### config.mk
export PLATFORM = sky130hd
export DESIGN_NAME = sync_operand_injector
export DESIGN_NICKNAME = d
export VERILOG_FILES = /design/src/rtl/sync_operand_injector.sv
export SDC_FILE = /design/constraint.sdc
export NUM_CORES = 1
export LEC_CHECK = 0
export CORE_UTILIZATION = 32
export DETAILED_ROUTE_END_ITERATION = 10
export PLACE_DENSITY = 0.67
export SLEW_MARGIN = 15
export SYNTH_ARGS = -nofsm -noshare
export SYNTH_HDL_FRONTEND = slang
export SYNTH_SLANG_ARGS = --single-unit
### constraint.sdc
create_clock -name clk -period 1.9 [get_ports clk]
set_input_delay 0.19 -clock clk [delete_from_list [all_inputs] [get_ports clk]]
set_output_delay 0.19 -clock clk [all_outputs]
set_load 0.02 [all_outputs]
### src/rtl/sync_operand_injector.sv
// sync_operand_injector
// Clocked entry stage of the square-root unit. Unpacks an IEEE-754 single
// operand, reports special cases on a clocked side channel, and injects
// normal/subnormal operands into the asynchronous normalization loop as a
// registered dual-rail four-phase (return-to-zero) codeword.
// Optional feature: define ACK_TIMEOUT_EN to compile in the sticky
// acknowledge-timeout detector; without it timeout_err is tied low.
module sync_operand_injector #(
  parameter int EW        = 8,
  parameter int RW        = 23,
  parameter int TO_CYCLES = 1023
) (
  input  logic                      clk,
  input  logic                      arst,
  input  logic                      in_valid,
  output logic                      in_ready,
  input  logic [EW+RW:0]            in_data,
  output logic                      special_valid,
  output logic [1:0]                special_kind,
  output logic [2*(EW+RW+2)-1:0]    data_o,
  input  logic                      ack_o,
  output logic                      busy,
  output logic                      timeout_err
);

  localparam int NB = EW + RW + 2;

  typedef enum logic [1:0] {IDLE, DATA, SPACER} state_t;

  state_t          state;
  logic            ack_m;
  logic            ack_s;

  logic            sign;
  logic [EW-1:0]   exp_f;
  logic [RW-1:0]   frac_f;
  logic            is_zero;
  logic            is_nan;
  logic            is_inf;
  logic            is_neg;
  logic            is_special;
  logic [1:0]      kind_c;
  logic [NB-1:0]   plain;
  logic [2*NB-1:0] codeword;
  logic            accept;
  logic            load_data;
  logic            load_spacer;

  assign sign   = in_data[EW+RW];
  assign exp_f  = in_data[EW+RW-1:RW];
  assign frac_f = in_data[RW-1:0];

  // The acknowledge comes from an unclocked stage, so it is brought in through two flops
  always_ff @(posedge clk or negedge arst) begin
    if (!arst) begin
      ack_m <= 1'b0;
      ack_s <= 1'b0;
    end else begin
      ack_m <= ack_o;
      ack_s <= ack_m;
    end
  end

  // Classify the operand; -0 counts as zero and a negative NaN stays a NaN
  always_comb begin
    is_zero    = (exp_f == '0) && (frac_f == '0);
    is_nan     = (&exp_f) && (frac_f != '0);
    is_inf     = (&exp_f) && (frac_f == '0) && !sign;
    is_neg     = sign && !is_zero && !is_nan;
    is_special = is_zero || is_nan || is_inf || is_neg;
    kind_c     = 2'b00;
    if (is_nan)
      kind_c = 2'b10;
    else if (is_neg)
      kind_c = 2'b11;
    else if (is_inf)
      kind_c = 2'b01;
  end

  // Build the single-rail value; subnormals get exponent 1 and no hidden bit,
  // leaving their leading zeros for the normalize loop to strip
  always_comb begin
    if (exp_f == '0)
      plain = {{EW{1'b0}}, 1'b1, 1'b0, frac_f};
    else
      plain = {1'b0, exp_f, 1'b1, frac_f};
  end

  // Expand to dual rail: wire 2k+1 carries a one, wire 2k carries a zero
  always_comb begin
    codeword = '0;
    for (int k = 0; k < NB; k++) begin
      codeword[2*k+1] = plain[k];
      codeword[2*k]   = ~plain[k];
    end
  end

  assign in_ready    = (state == IDLE) && !ack_s && arst;
  assign accept      = in_valid && in_ready;
  assign load_data   = accept && !is_special;
  assign load_spacer = (state == DATA) && ack_s;

  // Four-phase sequencer; every output it drives is a flop so data_o never glitches
  always_ff @(posedge clk or negedge arst) begin
    if (!arst) begin
      state         <= IDLE;
      data_o        <= '0;
      special_valid <= 1'b0;
      special_kind  <= 2'b00;
      busy          <= 1'b0;
    end else begin
      special_valid <= 1'b0;
      case (state)
        IDLE: begin
          if (accept) begin
            if (is_special) begin
              special_valid <= 1'b1;
              special_kind  <= kind_c;
            end else begin
              data_o <= codeword;
              state  <= DATA;
              busy   <= 1'b1;
            end
          end
        end
        DATA: begin
          if (ack_s) begin
            data_o <= '0;
            state  <= SPACER;
          end
        end
        SPACER: begin
          if (!ack_s) begin
            state <= IDLE;
            busy  <= 1'b0;
          end
        end
        default: begin
          state  <= IDLE;
          data_o <= '0;
          busy   <= 1'b0;
        end
      endcase
    end
  end

`ifdef ACK_TIMEOUT_EN
  localparam int CW = $clog2(TO_CYCLES + 1);
  localparam logic [CW-1:0] TO_LIM    = CW'(TO_CYCLES);
  localparam logic [CW-1:0] TO_LIM_M1 = CW'(TO_CYCLES - 1);

  logic [CW-1:0] to_cnt;

  // Count cycles spent waiting in each handshake phase; the flag is sticky and never stalls the FSM
  always_ff @(posedge clk or negedge arst) begin
    if (!arst) begin
      to_cnt      <= '0;
      timeout_err <= 1'b0;
    end else if (load_data || load_spacer) begin
      to_cnt <= '0;
    end else if ((state != IDLE) && (to_cnt != TO_LIM)) begin
      to_cnt <= to_cnt + 1'b1;
      if (to_cnt == TO_LIM_M1)
        timeout_err <= 1'b1;
    end
  end
`else
  // No detector in this build; TO_CYCLES is a signed int so this is constant low
  assign timeout_err = (TO_CYCLES < 0);
`endif

endmodule
**Yosys cells after proc, flatten, opt, wreduce, memory -nomap -nowiden**

Cells that the tools add are included.

- Equal/unequal tests: 6
- Mux-type cells: 20
- Bitwise operators: 35
- Reduce and logical (&&, ||, !) cells: 25

Operator list:

| kind | count |
|---|---|
| 66-bit two-way mux | 3 |
| 66-bit one-hot mux with 3 select lines | 1 |
| 1-bit NOT | 34 |
| 32-bit two-way mux | 1 |
| 23-bit zero test | 1 |
| 23-bit nonzero test | 1 |
| 2-bit two-way mux | 6 |
| 4-bit AND reduction | 3 |
| 1-bit logical AND | 9 |
| 8-bit zero test | 1 |
| 2-bit inequality test (second input constant) | 4 |
| 8-bit AND reduction | 1 |
| 1-bit two-way mux | 7 |
| 2-bit one-hot mux with 3 select lines | 1 |
| 1-bit zero test | 4 |
| 1-bit logical OR | 3 |
| 1-bit one-hot mux with 3 select lines | 1 |
| 3-bit AND reduction | 1 |
| 2-bit by 1-bit == test with 1-bit output (second input constant) | 1 |
| 2-bit == test (second input constant) | 1 |
| 2-bit zero test | 1 |
| 1-bit NOT (first input constant) | 1 |

- Flip-flop bits (word level): 74

**Longest topological paths before layout**

- Word-level depth: 9
- Depth in mapped cells: 6
- Gate-level depth less buffers: 4

**Worst setup path after synthesis**

OpenSTA, ideal clock, no wires.

- Path kind: reg-to-reg
- From: reg state[1]
- To: reg data_o[1]
- Setup time: 78 ps
- Arrival: 1988 ps
- Data required time: 1822 ps
- Path slack: -166 ps
- Cell stages (with the launch flop): 6
- Clock period less this slack: 2066 ps
- Cell sequence: dfrtp_1 nor4b_2 o2111a_1 o21a_1 buf_2 o2bb2ai_1

- Word-level cells in the longest chain between the ends: 6
- Elaborated cells on any way between the ends: 12
- Those cells by class: 5 x eq/ne; 1 x mux; 1 x bitwise; 5 x reduce/logical

RTL lines:

| what | line | text |
|---|---|---|
| from (decl) | 30 | `state_t state;` |
| from (signal assigned) | 106 | `state <= IDLE;` |
| from (signal assigned) | 121 | `state <= DATA;` |
| from (signal assigned) | 129 | `state <= SPACER;` |
| 2-bit zero test | 98 | `assign in_ready = (state == IDLE) && !ack_s && arst;` |
| 1-bit logical AND (2 in a row) | 98 |  |
| via in_ready | 16 | `output logic in_ready,` |
| 1-bit logical AND | 99 | `assign accept = in_valid && in_ready;` |
| 2-bit inequality test (no source line) | -- |  |
| 4-bit AND reduction (no source line) | -- |  |
| to (signal assigned) | 120 | `data_o <= codeword;` |
| to (decl) | 20 | `output logic [2*(EW+RW+2)-1:0] data_o,` |

The timed path passes the listed nets, and every way through them passes these cells.
A chain may end at the register's enable or synchronous reset.

**Final worst setup path**

- From: in in_data[17]
- To: reg data_o[15]

- Word-level cells in the longest chain between the ends: 8
- Elaborated cells on any way between the ends: 15
- Those cells by class: 1 x eq/ne; 14 x reduce/logical

RTL lines:

| what | line | text |
|---|---|---|
| from (decl) | 17 | `input logic [EW+RW:0] in_data,` |
| 23-bit zero test | 66, 68 |  |
| 1-bit logical AND | 66 | `is_zero = (exp_f == '0) && (frac_f == '0);` |
| 1-bit zero test | 69 | `is_neg = sign && !is_zero && !is_nan;` |
| 1-bit logical AND (2 in a row) | 69 |  |
| 1-bit logical OR * | 70 | `is_special = is_zero \|\| is_nan \|\| is_inf \|\| is_neg;` |
| 2-bit inequality test (no source line) * | -- |  |
| 4-bit AND reduction (no source line) * | -- |  |

Every way passes the cells marked *; elsewhere a longest branch is shown, timed or not.

==> results.yml <==
final_layout:
  fin_nets: 457
  seq_area_sq_um: 1830
  multiInputGateArea_sq_um: 1290
  drive_above_1_share: 0.265
  syn2layout_area_growth_pct: 57.8
  num_antenna_cells: 0
  finalNonFillerCells: 559
  fillers: 882
drt:
  firstDrtPassIters: 4
  drc: 0
  vias: 2681
  drt_iter0_markers: 61
  ant_nets: 0
  wl_per_cell_microns: 15.5
  vias_per_cell: 4.80
  routed_wl_mm: 8.69
clocking:
  cts_tree: "done"
  clk_latency_ps: 330
  path_clk_slew_ps: 80
  clock_path_buffers: 2
  cts_root_buf: "clkbuf_8"
  cts_made_buffers: 9
  cts_htree_levels: 3
  cts_sinks: 73
synth:
  synth_cell_types: 32
  netlist.area_leader.share: 0.573
  synth-seq-cells: 73
  synth_area_leaders: "dfrtp_1 57%, o2bb2ai_2 12%, nand2_1 8.2%, o22ai_1 6.3%, buf_6 2.5%"
  yosysTopAreaCell: "dfrtp_1"
  yosys_warnings: 0
  avgSynthCellArea_sq_um: 11.7
  synth_common_cells: "73 x dfrtp_1, 70 x nand2_1, 32 x o22ai_1"
  synth_edf_count: 0
  async_flop_share: 1.00
  synthMostInstantiatedCell: "dfrtp_1"
  synth-seq-area-share: 0.573
  syn_area_sq_um: 3190
  synth_ff_type: "dfrtp_1"
  syn-instance-count: 273
timing:
  worst_pin_slew_ps: 932
  final_max_slew_viol_count: 0
  finalHoldViolations: 0
  rsz0062_at_grt: "true"
  fin_crit_ps: 1880
  fmax_mhz: 532
  clock_skew_ps: 6.71
  hold_ws_ps: 86.3
  setup_viol: 0
  setup_tns_ps: 0
  relSlewSlack: 0.379
  fin_crit_sh: 0.990
job:
  maxCapViolations: 0
worst_setup_path:
  cp_slowest_cell: "clkdlybuf4s50_1"
  cp-end-kind: "flop"
  crit_path_start_kind: "primary input"
  reg2reg_depth: 5
  worstReg2RegStart: "ack_s"
  worst-path-buf-inv: 3
  critPathRequiredTime_ps: 2160
  critPathTopFamily: "buffers and inverters"
  cp.arrival_ps: 2140
  cpPeakStageDelay_ps: 460
  r2r_slack_ps: 150
  path_max_fanout: 21
  cp_num_cells: 7
  crit_path_cell_trace: "clkdlybuf4s50_1 > nor4_2 > buf_4 > nand4bb_4 > o221a_4 > clkbuf_16 > o2bb2ai_2"
  worstReg2RegEnd: "data_o[61]"
  crit_start: "in_data[17]"
  critPathKind: "in2reg"
placement:
  place_inst: 540
  port_buffers: 105
  dp_hpwl_mm: 6.07
  place.gp.congestion: 0.810
global_routing:
  track_usage: 0.169
  antenna_found_initial: 0
  grt_pass1_vias: 2611
  grt_first_pass_wirelength_mm: 13.4
  grt_remaining_overflow: 0
  grt_max_degree: 74
pwr:
  power-per-cell-area_nw_per_um2: 970
  total_power_uw: 4880
  ir_drop_mv: 0.402
  p_leak_uw: 0.00218
die:
  coreArea_sq_um: 9730
  fp.dieW_microns: 102
  die_area_sq_um: 10400
  die_h_microns: 102
  ios: 108
  rows: 36
  start_util: 0.328
outcome:
  status: "finished clean"
min_path:
  hold_path.class: "in2async"
==> sequential cells by signal, indices dropped and copies added (netlist names) <==
name           flops
data_o            65
special_kind       2
state              2
ack_m              1
ack_s              1
busy               1
special_valid      1
==> how the worst max path moves through the flow <==
stage	endpoint
finish	data_o[15]
global route	data_o[42]
CTS	data_o[58]
detailed placement	data_o[62]
global placement	data_o[60]
floorplan	data_o[1]
==> metrics by stage <==
step | cell area (sq um) | setup slack (ps) | util
after floorplan | 3200 | 21.3 | -
after global placement | 4690 | -485 | 0.482
after detailed placement | 4690 | -524 | 0.482
after CTS | 4930 | 3.97 | 0.507
after global routing | 5030 | -5.25 | 0.517
final | 5030 | 18.7 | 0.517
==> cell families after synthesis <==
kind of cell,after synthesis,synth area share
simple gates,94,0.137
compound gates,78,0.235
flops,73,0.573
buf+inv,26,0.0518
xor+xnor,1,0.00275
other cells,1,0.00118
==> layout by cell type (no fill, tap or decap), drive strengths merged <==
cell | netlist | final
o21ai | 4 | 4
nor2 | 5 | 5
a21oi | 2 | 2
dfrtp | 73 | 73
dlygate4sd2 | 0 | 1
nor4 | 5 | 5
o221a | 2 | 2
conb | 1 | 2
and2 | 1 | 1
bufinv | 0 | 1
nand2 | 70 | 70
o31ai | 1 | 1
clkinvlp | 0 | 2
nand4bb | 1 | 1
or4 | 2 | 2
buf | 15 | 53
o2bb2ai | 32 | 32
o21bai | 1 | 1
a221oi | 1 | 1
nand4 | 4 | 4
clkbuf | 7 | 13
nor3 | 2 | 2
clkdlybuf4s50 | 0 | 100
and4 | 2 | 2
clkinv | 0 | 1
xnor2 | 1 | 1
o2111a | 1 | 1
nor4b | 1 | 1
dlymetal6s2s | 0 | 3
inv | 4 | 4
o22ai | 32 | 32
o21a | 2 | 2
or2 | 1 | 1
==> worst reg2reg max path, stage by stage, from the launching register on <==
cell       delay, ps
dfrtp_1          470
nor4b_4          360
o2111a_1         290
o21a_2           210
buf_12           210
o2bb2ai_1        140
==> power breakdown <==
| part | total [uW] | internal [uW] | switching (uW) |
|---|---|---|---|
| Clock | 1280 | 713 | 567 |
| Sequential | 2010 | 1830 | 172 |
| Combinational | 1590 | 802 | 792 |
| Total | 4880 | 3350 | 1530 |
==> what timing repair did <==
| action | in CTS | in global routing |
|---|---|---|
| cloned | 0 | 1 |
| buffers inserted | 0 | 2 |
| endpoints found under the setup margin | 68 | 61 |
| pin swaps | 0 | 4 |
| resized for setup | 5 | 12 |
| hold buffers | 0 | 0 |
==> final cells by class <==
| cell class | count | area share |
|---|---|---|
| Clock buffer | 12 | 0.0328 |
| Clock inverter | 4 | 0.00995 |
| Inverter | 4 | 0.00298 |
| Multi-Input combinational cell | 175 | 0.257 |
| Sequential cell | 73 | 0.363 |
| Tap cell | 133 | 0.0331 |
| Timing Repair Buffer | 158 | 0.301 |
==> per-layer routing <==
metal,track usage,routed length (microns),up-vias
met3,0.0404,415,5
met1,0.230,4070,1301
met5,0,0,-
li1,-,-,1289
met4,0.0396,59,0
met2,0.272,4140,86
No activity file was read; power rests on OpenSTA's default activity.
